--- config.mk ---
export PLATFORM = sky130hd
export DESIGN_NAME = xtea_mode_ctrl
export DESIGN_NICKNAME = d
export VERILOG_FILES = /design/src/rtl/xtea_mode_ctrl.sv
export SDC_FILE = /design/constraint.sdc
export NUM_CORES = 1
export LEC_CHECK = 0
export BUFFER_PORTS_ARGS = -buffer_cell sky130_fd_sc_hd__buf_2
export CAP_MARGIN = 40
export CORE_MARGIN = 2
export CORE_UTILIZATION = 53
export DETAILED_ROUTE_END_ITERATION = 8
export PLACE_DENSITY_LB_ADDON = 0.08
export SYNTH_ARGS = -nofsm -noshare
export SYNTH_HDL_FRONTEND = slang
export SYNTH_SLANG_ARGS = --single-unit
export TNS_END_PERCENT = 20
--- constraint.sdc ---
create_clock -name i_clk -period 2.6 [get_ports i_clk]
set_clock_uncertainty 0.15 [all_clocks]
set_input_delay 0.39 -clock i_clk [delete_from_list [all_inputs] [get_ports i_clk]]
set_output_delay 0.39 -clock i_clk [all_outputs]
set_load 0.02 [all_outputs]
--- src/rtl/xtea_mode_ctrl.sv ---
// ECB/CBC block sequencer in front of an iterative XTEA core.
// Accepts blocks on a valid/ready interface and applies CBC chaining with IV handling.
// It drives the core's start pulse and direction flag and watches for a missing result
// strobe with a timeout counter.
module xtea_mode_ctrl #(
    parameter int unsigned TO_W = 4
) (
    input  logic        i_clk,
    input  logic        i_rst,
    input  logic        i_mode,
    input  logic        i_flag,
    input  logic [63:0] i_iv,
    input  logic        i_iv_load,
    input  logic [63:0] i_din,
    input  logic        i_din_valid,
    output logic        o_din_ready,
    output logic [63:0] o_dout,
    output logic        o_dout_valid,
    input  logic        i_dout_ready,
    output logic        o_busy,
    output logic        o_err,
    output logic [63:0] o_core_din,
    output logic        o_core_din_en,
    output logic        o_core_flag,
    input  logic [63:0] i_core_dout,
    input  logic        i_core_dout_en
);

    typedef enum logic [1:0] {StIdle, StStart, StWait, StOut} state_e;

    localparam logic [TO_W-1:0] ToMax = {TO_W{1'b1}};

    state_e          state_q, state_d;
    logic [63:0]     chain_q, chain_d;
    logic [63:0]     blk_q, blk_d;
    logic [63:0]     in_q, in_d;
    logic [63:0]     dout_q, dout_d;
    logic            mode_q, mode_d;
    logic            flag_q, flag_d;
    logic            err_q, err_d;
    logic [TO_W-1:0] cnt_q, cnt_d;
    logic [TO_W-1:0] cnt_inc;
    logic [63:0]     chain_eff;

    assign cnt_inc   = cnt_q + 1'b1;
    // An IV loaded in the accept cycle already applies to that block.
    assign chain_eff = i_iv_load ? i_iv : chain_q;

    // Next-state logic: block accept, core start, result capture, timeout.
    always_comb begin
        state_d = state_q;
        chain_d = chain_q;
        blk_d   = blk_q;
        in_d    = in_q;
        dout_d  = dout_q;
        mode_d  = mode_q;
        flag_d  = flag_q;
        err_d   = 1'b0;
        cnt_d   = cnt_q;

        case (state_q)
            StIdle: begin
                cnt_d = '0;
                if (i_iv_load) begin
                    chain_d = i_iv;
                end
                if (i_din_valid) begin
                    mode_d  = i_mode;
                    flag_d  = i_flag;
                    in_d    = i_din;
                    blk_d   = (i_mode && i_flag) ? (i_din ^ chain_eff) : i_din;
                    state_d = StStart;
                end
            end
            StStart: begin
                // Counter starts from zero here and counts the start cycle itself, so the
                // timeout fires in the cycle 2^TO_W-1 cycles after the start pulse.
                cnt_d   = cnt_inc;
                state_d = StWait;
            end
            StWait: begin
                cnt_d = cnt_inc;
                if (i_core_dout_en) begin
                    // A strobe coinciding with the timeout still wins.
                    state_d = StOut;
                    if (mode_q && !flag_q) begin
                        dout_d  = i_core_dout ^ chain_q;
                        chain_d = in_q;
                    end else begin
                        dout_d = i_core_dout;
                        if (mode_q) begin
                            chain_d = i_core_dout;
                        end
                    end
                end else if (cnt_inc == ToMax) begin
                    err_d   = 1'b1;
                    state_d = StIdle;
                end
            end
            StOut: begin
                if (i_dout_ready) begin
                    state_d = StIdle;
                end
            end
            default: state_d = StIdle;
        endcase
    end

    // State registers with synchronous reset.
    always_ff @(posedge i_clk) begin
        if (i_rst) begin
            state_q <= StIdle;
            chain_q <= '0;
            blk_q   <= '0;
            in_q    <= '0;
            dout_q  <= '0;
            mode_q  <= 1'b0;
            flag_q  <= 1'b1;
            err_q   <= 1'b0;
            cnt_q   <= '0;
        end else begin
            state_q <= state_d;
            chain_q <= chain_d;
            blk_q   <= blk_d;
            in_q    <= in_d;
            dout_q  <= dout_d;
            mode_q  <= mode_d;
            flag_q  <= flag_d;
            err_q   <= err_d;
            cnt_q   <= cnt_d;
        end
    end

    // Outputs decode purely from registered state.
    always_comb begin
        o_din_ready   = (state_q == StIdle);
        o_busy        = (state_q != StIdle);
        o_dout_valid  = (state_q == StOut);
        o_core_din_en = (state_q == StStart);
        o_core_din    = blk_q;
        o_core_flag   = flag_q;
        o_dout        = dout_q;
        o_err         = err_q;
    end

endmodule

After elaboration in Yosys (flattened, before gate mapping) --
Index checks and enable logic that the tools add are counted.
Storage, ports and cells: flip-flop bits (word level) 265, input port bits 200, output and inout port bits 134
Operators by class: add/subtract/negate cells 1, equal/unequal tests 9, mux-type cells 14, bitwise logic cells 3, reduce and logical (&&, ||, !) cells 13
Operators with widths (count):
- $mux W64 | 6
- $pmux W64 S2 | 1
- $xor A64 B64 Y64 | 2
- $mux W2 | 4
- $pmux W2 S4 | 1
- $pmux W4 S2 | 1
- $ne A3 B3 Y1 const B | 2
- $reduce_and A3 Y1 | 2
- $reduce_bool A2 Y1 | 3
- $add A4 B1 Y4 const B | 1
- $eq A2 B2 Y1 const B | 2
- $eq A4 B4 Y1 const B | 1
- $ne A2 B2 Y1 const B | 2
- $reduce_and A2 Y1 | 2
- $reduce_or A3 Y1 | 1
- $eq A2 B1 Y1 const B | 1
- $logic_and A1 B1 Y1 | 2
- $logic_not A2 Y1 | 1
- $ne A2 B1 Y1 const B | 1
- $reduce_or A2 Y1 | 1
- $logic_not A1 Y1 | 1
- $mux W1 | 1
- $not A1 Y1 | 1

Logic depth before layout (Yosys ltp) --
Gate-level depths: netlist of run 1.
word-level depth 5, depth in mapped cells 8, mapped depth without buffers 6

Worst setup path after synthesis of run 1 --
Ideal clock, no wire load.
path kind register to register, start register state_q[0], end register chain_q[0], arrival time 1745 ps, required time 2333 ps, slack 587 ps, cell stages (with the launch flop) 9, period minus slack after synthesis 2013 ps, cells stage by stage dfxtp_1 inv_1 ha_1 inv_2 o21a_1 nor2b_1 buf_2 buf_2 a32o_1
On the way: longest elaborated chain between the ends 3, elaborated cells between the ends (all ways) 7, classes of those cells eq/ne: 3; mux: 1; reduce/logical: 3
RTL lines:
- start, declared | RTL line 33 | state_e state_q, state_d;
- start signal, assigned | RTL line 112 | state_q <= StIdle;
- start signal, assigned | RTL line 122 | state_q <= state_d;
- $logic_not A2 Y1 (*)
- net o_din_ready | RTL line 16 | output logic o_din_ready,
- $reduce_bool A2 Y1 (no line)
- $reduce_and A3 Y1 (no line)
- end signal, assigned | RTL line 123 | chain_q <= chain_d;
- end, declared | RTL line 34 | logic [63:0] chain_q, chain_d;
The timed path passes the listed nets; every way through them passes the cells marked *. A chain may end at the register's enable or synchronous reset.

Worst setup path after layout of run 1 --
start register state_q[0], end register dout_q[41] (netlist: o_dout[41])
On the way: longest elaborated chain between the ends 2
RTL lines:
- $eq A2 B2 Y1 | RTL line 61 | case (state_q)
- $reduce_and A2 Y1 (no line)
- end signal, assigned | RTL line 126 | dout_q <= dout_d;
- end, declared | RTL line 37 | logic [63:0] dout_q, dout_d;
No other way between the ends.

==> results of run 1 <==
==> state kept, by name, indices dropped and copies added (netlist names) <==
| signal | flops |
|---|---|
| chain_q | 64 |
| in_q | 64 |
| o_core_din | 64 |
| o_dout | 64 |
| cnt_q | 4 |
| state_q | 2 |
| mode_q | 1 |
| o_core_flag | 1 |
| o_err | 1 |
==> power by group <==
| part | leakage [nW] | switching (mW) | internal [mW] |
|---|---|---|---|
| Combinational | 4.06 | 2.50 | 1.64 |
| Clock | 0.492 | 1.67 | 2.59 |
| Sequential | 2.17 | 0.520 | 4.88 |
| Total | 6.73 | 4.69 | 9.12 |
==> critical path, stage by stage (launching register included) <==
cell	delay (ps)
dfxtp_1	340
inv_1	180
ha_4	400
and2_4	240
buf_4	440
nor2_1	120
a211oi_1	260
==> worst paths after layout <==
check | from | endpoint | slack [ps] | cells past startpoint
max | state_q[0] | o_dout[41] | 360 | 6
min | i_core_dout[60] | o_dout[60] | 40 | 3
max reg2reg | state_q[0] | o_dout[41] | 360 | 6
min reg2reg | in_q[11] | in_q[11] | 300 | 2
==> timing repair <==
item / in CTS / in global routing
endpoints found under the setup margin: 0 / 0
hold buffers: 66 / 0
hold endpoints to repair: 73 / 0
==> area by class of cell <==
type | count | share of cell area [%]
clock inverters | 13 | 1.04
well taps | 319 | 2.47
flip-flops and latches | 265 | 32.8
multi-input cells | 1143 | 41.7
repair buffers | 423 | 16.7
inverters | 6 | 0.139
clock buffers | 38 | 5.07
diodes | 1 | 0.0155
==> Yosys cell counts, types with 47 or more instances <==
cell type  count  area share [%]
clkbuf_1      57             1.7
dfxtp_1      265              42
a32o_1        64             5.1
nand2b_1      67             3.3
nand3_1       65             2.6
buf_2         47             1.9
a211oi_1     128             7.6
a21oi_1       71             2.8
xor2_1        64             4.4
mux2i_1       64             5.1
nor2_1       196             5.8
xnor2_1       64             4.4
nand2_1      327             9.7
==> logic make-up after synthesis <==
group	count (synthesis)	synth area share [%]
XOR/XNOR	128	8.85
buffers and inverters	133	5.15
AO/OA/AOI/OAI	272	16.0
AND/OR/NAND/NOR	672	22.3
adder cells (fa/ha/maj)	7	0.692
flip-flops	265	41.9
multiplexers	64	5.06
==> stage by stage <==
stage | setup slack (ps) | cell area, um2 | total power [mW] | util, % | hold WS (ps)
floorplan | 587 | 12700 | 8.18 | - | 287
global placement | 546 | 14500 | 9.43 | 61.9 | 292
detailed placement | 434 | 14500 | 9.53 | 61.9 | 297
CTS | 363 | 16200 | 13.9 | 68.9 | 23.1
global route | 237 | 16200 | 14.6 | 68.9 | 41.4
finish | 357 | 16200 | 13.8 | 68.9 | 43.6
==> metal layers <==
layer	up-vias	global-route usage, %	wire, um
met1	5463	36.4	16100
met4	2	9.31	1020
li1	5910	-	-
met2	386	49.9	17600
met3	66	5.39	2550
met5	-	0	13
==> results.toml, run 1 <==
[placement]
place_congestion = 0.837
post-dp-hpwl_mm = 23.7
dp_cells = 2090
port_buffers = 333

[sta]
fin_crit_sh_pct = 86.3
fin_setup_tns_ps = 0
hold_viol_final = 0
drv_slew = 0
relSlewSlack_pct = 62.0
rsz0062_at_grt = "false"
setup_violations = 0
fmax_mhz = 446
final.min_clock_period_ps = 2240
tightest_slew_ps = 570

[global_route]
gr-total-overflow = 0
grt.total_usage_pct = 28.9
grt_max_degree = 100
grt_pass1_vias = 11346
grt_antenna_before_repair = 3
grt_pass1_wl_mm = 58.3

[routing]
antenna_left = 0
wirelength_mm = 37.4
routedWlPerCell_um = 16.9
drc_errors = 0
drt_iter0_drc = 816
vias = 11827
drt-vias-per-instance = 5.36
first_pass_iters = 5

[pwr]
p_leak_nw = 6.73
ir_worst_vdd_uv = 562
powerDensity_mw_per_mm2 = 854

[synthesis]
synthFlopType = "dfxtp_1"
synth_warnings = 0
seq_area_frac_synth_pct = 41.9
syn_inst = 1541
synth-async-reset-ratio_pct = 0
postSynthAreaPerCell_um2 = 8.22
synth_cell_types = 38
synth-edff-count = 0
syn_area_mm2 = 0.0127
synth_nets = 1748
ys_ff_latch = 265

[die]
initial_core_util_pct = 53.9
dieArea_mm2 = 0.0251
rows = 56
core_mm2 = 0.0235
io_pins = 334
die_w_um = 159
die_h_um = 159

[cts]
post_cts_buffers = 0
insertion_delay_ps = 540
path_clk_slew_ps = 60
cts_resized = 0
cts-buffers-inserted = 29
cts_buffer_depth = 3
numClockSinks = 265
cts_tree = "yes"
cts_root_buf = "clkbuf_16"
htree_levels = 1

[worst_setup_path]
start_kind = "flip-flop"
crit_fanout = 48
end_kind = "flip-flop"
cp.arrival_ps = 2530
worstPathRequired_ps = 2880
path_class = "reg -> reg"

[run]
cap_violations = 0

[cells_and_area]
multi_input_area_mm2 = 0.00675
final_common_cell = "buf_2"
finalNonFillerCells = 2208
layout_common_cells = "buf_2 (331), nand2_1 (325), dfxtp_1 (265)"
fin_nets = 2075
area.sequential_mm2 = 0.00531
layout-drive-gt1-share_pct = 22.1
synthToLayoutAreaGrowth_pct = 27.7
fill_cells = 1975

[status]
outcome = "finished clean"

[worst_hold_path]
hp-class = "in -> reg"
No activity file was read; power rests on OpenSTA's default activity.
==> run 2: changes to the inputs <==
==> constraint.sdc (replaced) <==
create_clock -name i_clk -period 2.6 [get_ports i_clk]
set_clock_uncertainty 0.15 [all_clocks]
set_input_delay 0 -clock i_clk [delete_from_list [all_inputs] [get_ports i_clk]]
set_output_delay 0 -clock i_clk [all_outputs]
set_load 0.02 [all_outputs]
==> run 2 against run 1 <==
Compared with the run above:
- non-clock buffer count increased by 218
- wire length increased by 13%
- critical path type unchanged
- final cell count increased by 9.9%
- power increased by 2.4%
- sequential cell count unchanged
- critical endpoint is now in_q[24]
- final area increased by 13%
- first-iteration DRC count decreased by 1.3%
- die area unchanged
- sequential share of layout area decreased by 3.7 points
- largest cell class unchanged
==> results.toml, run 2 (synthesized netlist as in run 1, its figures left out) <==
[cts]
cts_tree = "yes"
cts_root_buf = "clkbuf_16"
insertion_delay_ps = 540
numClockSinks = 265
cts-buffers-inserted = 29
htree_levels = 1
cts_buffer_depth = 3
path_clk_slew_ps = 60

[die]
core_mm2 = 0.0235
die_w_um = 159
initial_core_util_pct = 53.9
dieArea_mm2 = 0.0251
die_h_um = 159
rows = 56
io_pins = 334

[sta]
tightest_slew_ps = 924
fin_crit_sh_pct = 94.4
drv_slew = 0
fin_setup_tns_ps = 0
relSlewSlack_pct = 38.4
fmax_mhz = 407
worst_slack_ps = 144
rsz0062_at_grt = "false"
final.min_clock_period_ps = 2460
setup_violations = 0
hold_viol_final = 0

[cells_and_area]
layout_common_cells = "buf_2 (331), nand2_1 (325), dlygate4sd3_1 (273)"
layout-drive-gt1-share_pct = 20.3
synthToLayoutAreaGrowth_pct = 44.1
final_util_pct = 77.8
fin_nets = 2294
final_common_cell = "buf_2"
design_area_mm2 = 0.0183
fill_cells = 1619

[worst_hold_path]
hp-class = "in -> reg"

[routing]
routedWlPerCell_um = 17.4
vias = 13286
drt-vias-per-instance = 5.47
drt_iter0_drc = 805
first_pass_iters = 5
wirelength_mm = 42.2
antenna_left = 0
drc_errors = 0

[worst_setup_path]
start_kind = "flip-flop"
end_kind = "flip-flop"
worstPathRequired_ps = 2940
crit_fanout = 31
cp.arrival_ps = 2790
path_class = "reg -> reg"

[global_route]
gr-total-overflow = 0
grt_pass1_wl_mm = 66.0
grt_util_met2_pct = 56.9
use_met1_pct = 38.6
top_usage_layer = "met2"
grt_antenna_before_repair = 1
grt_max_degree = 97
grt.total_usage_pct = 32.6
gr-usage-met3_pct = 6.29
grt_pass1_vias = 13372

[placement]
place_congestion = 0.826
dp_slack_ps = 154
post-dp-hpwl_mm = 23.9
port_buffers = 333
place_area_mm2 = 0.0145

[pwr]
p_leak_nw = 7.71
ir_worst_vdd_uv = 511
powerDensity_mw_per_mm2 = 774

[status]
outcome = "finished clean"

[run]
cap_violations = 0
## run 2: cell count changes in the layout (fill, tap and decap cells not counted)
cell           change
buf_12             -5
buf_16             +2
buf_4             +13
buf_6              +1
bufinv_16          -4
clkbuf_1           +1
clkbuf_8           +5
clkinv_2           -1
clkinvlp_4         -1
dlygate4sd3_1    +207
nor2b_2            +1
## run 2: area by class of cell
type,instances,area [um2],share of cell area (%)
multi-input cells,1144,6760,37.0
inverters,6,22.5,0.123
well taps,319,399,2.19
diodes,1,2.50,0.0137
clock inverters,7,35.0,0.192
clock buffers,44,892,4.89
flip-flops and latches,265,5310,29.1
repair buffers,641,4840,26.5
## run 2: through the flow
stage                     hold slack [ps]  total power, mW  instances
after global placement               94.0             9.40       2096
after detailed placement              100             9.54       2098
after global routing                 75.3             14.9       2427
after CTS                            23.2             14.0       2422
after floorplan                     -25.7             8.18       1541
final                                44.2             14.1       2427
## run 2: worst max-delay path, stage by stage (launching register included)
cell	delay, ps
dfxtp_1	400
inv_1	140
ha_1	260
buf_4	160
nand2_2	70
buf_4	370
nand2_1	120
a21oi_1	160
dlygate4sd3_1	560
## run 2: path summary, 6_finish.rpt
path | cells past startpoint | startpoint | slack (ps) | end
max | 8 | state_q[0] | 140 | in_q[24]
min reg2reg | 2 | in_q[12] | 310 | in_q[12]
max reg2reg | 8 | state_q[0] | 140 | in_q[24]
min | 5 | i_iv_load | 40 | o_core_din[39]
## run 2: metal layers
metal / up-vias / wire, um
li1: 6352 / -
met1: 6211 / 16900
met2: 580 / 20500
met3: 143 / 3150
met4: 0 / 1730
met5: - / 0
## run 2: power by group
group          leakage [nW]  switching [mW]  total (mW)  internal [mW]
Sequential             2.17           0.531        5.41           4.88
Clock                 0.469            1.67        4.01           2.34
Combinational          5.07            2.69        4.71           2.02
## run 2: timing repair
item                                    in CTS  in global routing
setup buffers                                0                  3
resized for setup                            0                  1
endpoints found under the setup margin       0                 76
hold buffers                               273                  0
hold endpoints to repair                   261                  0
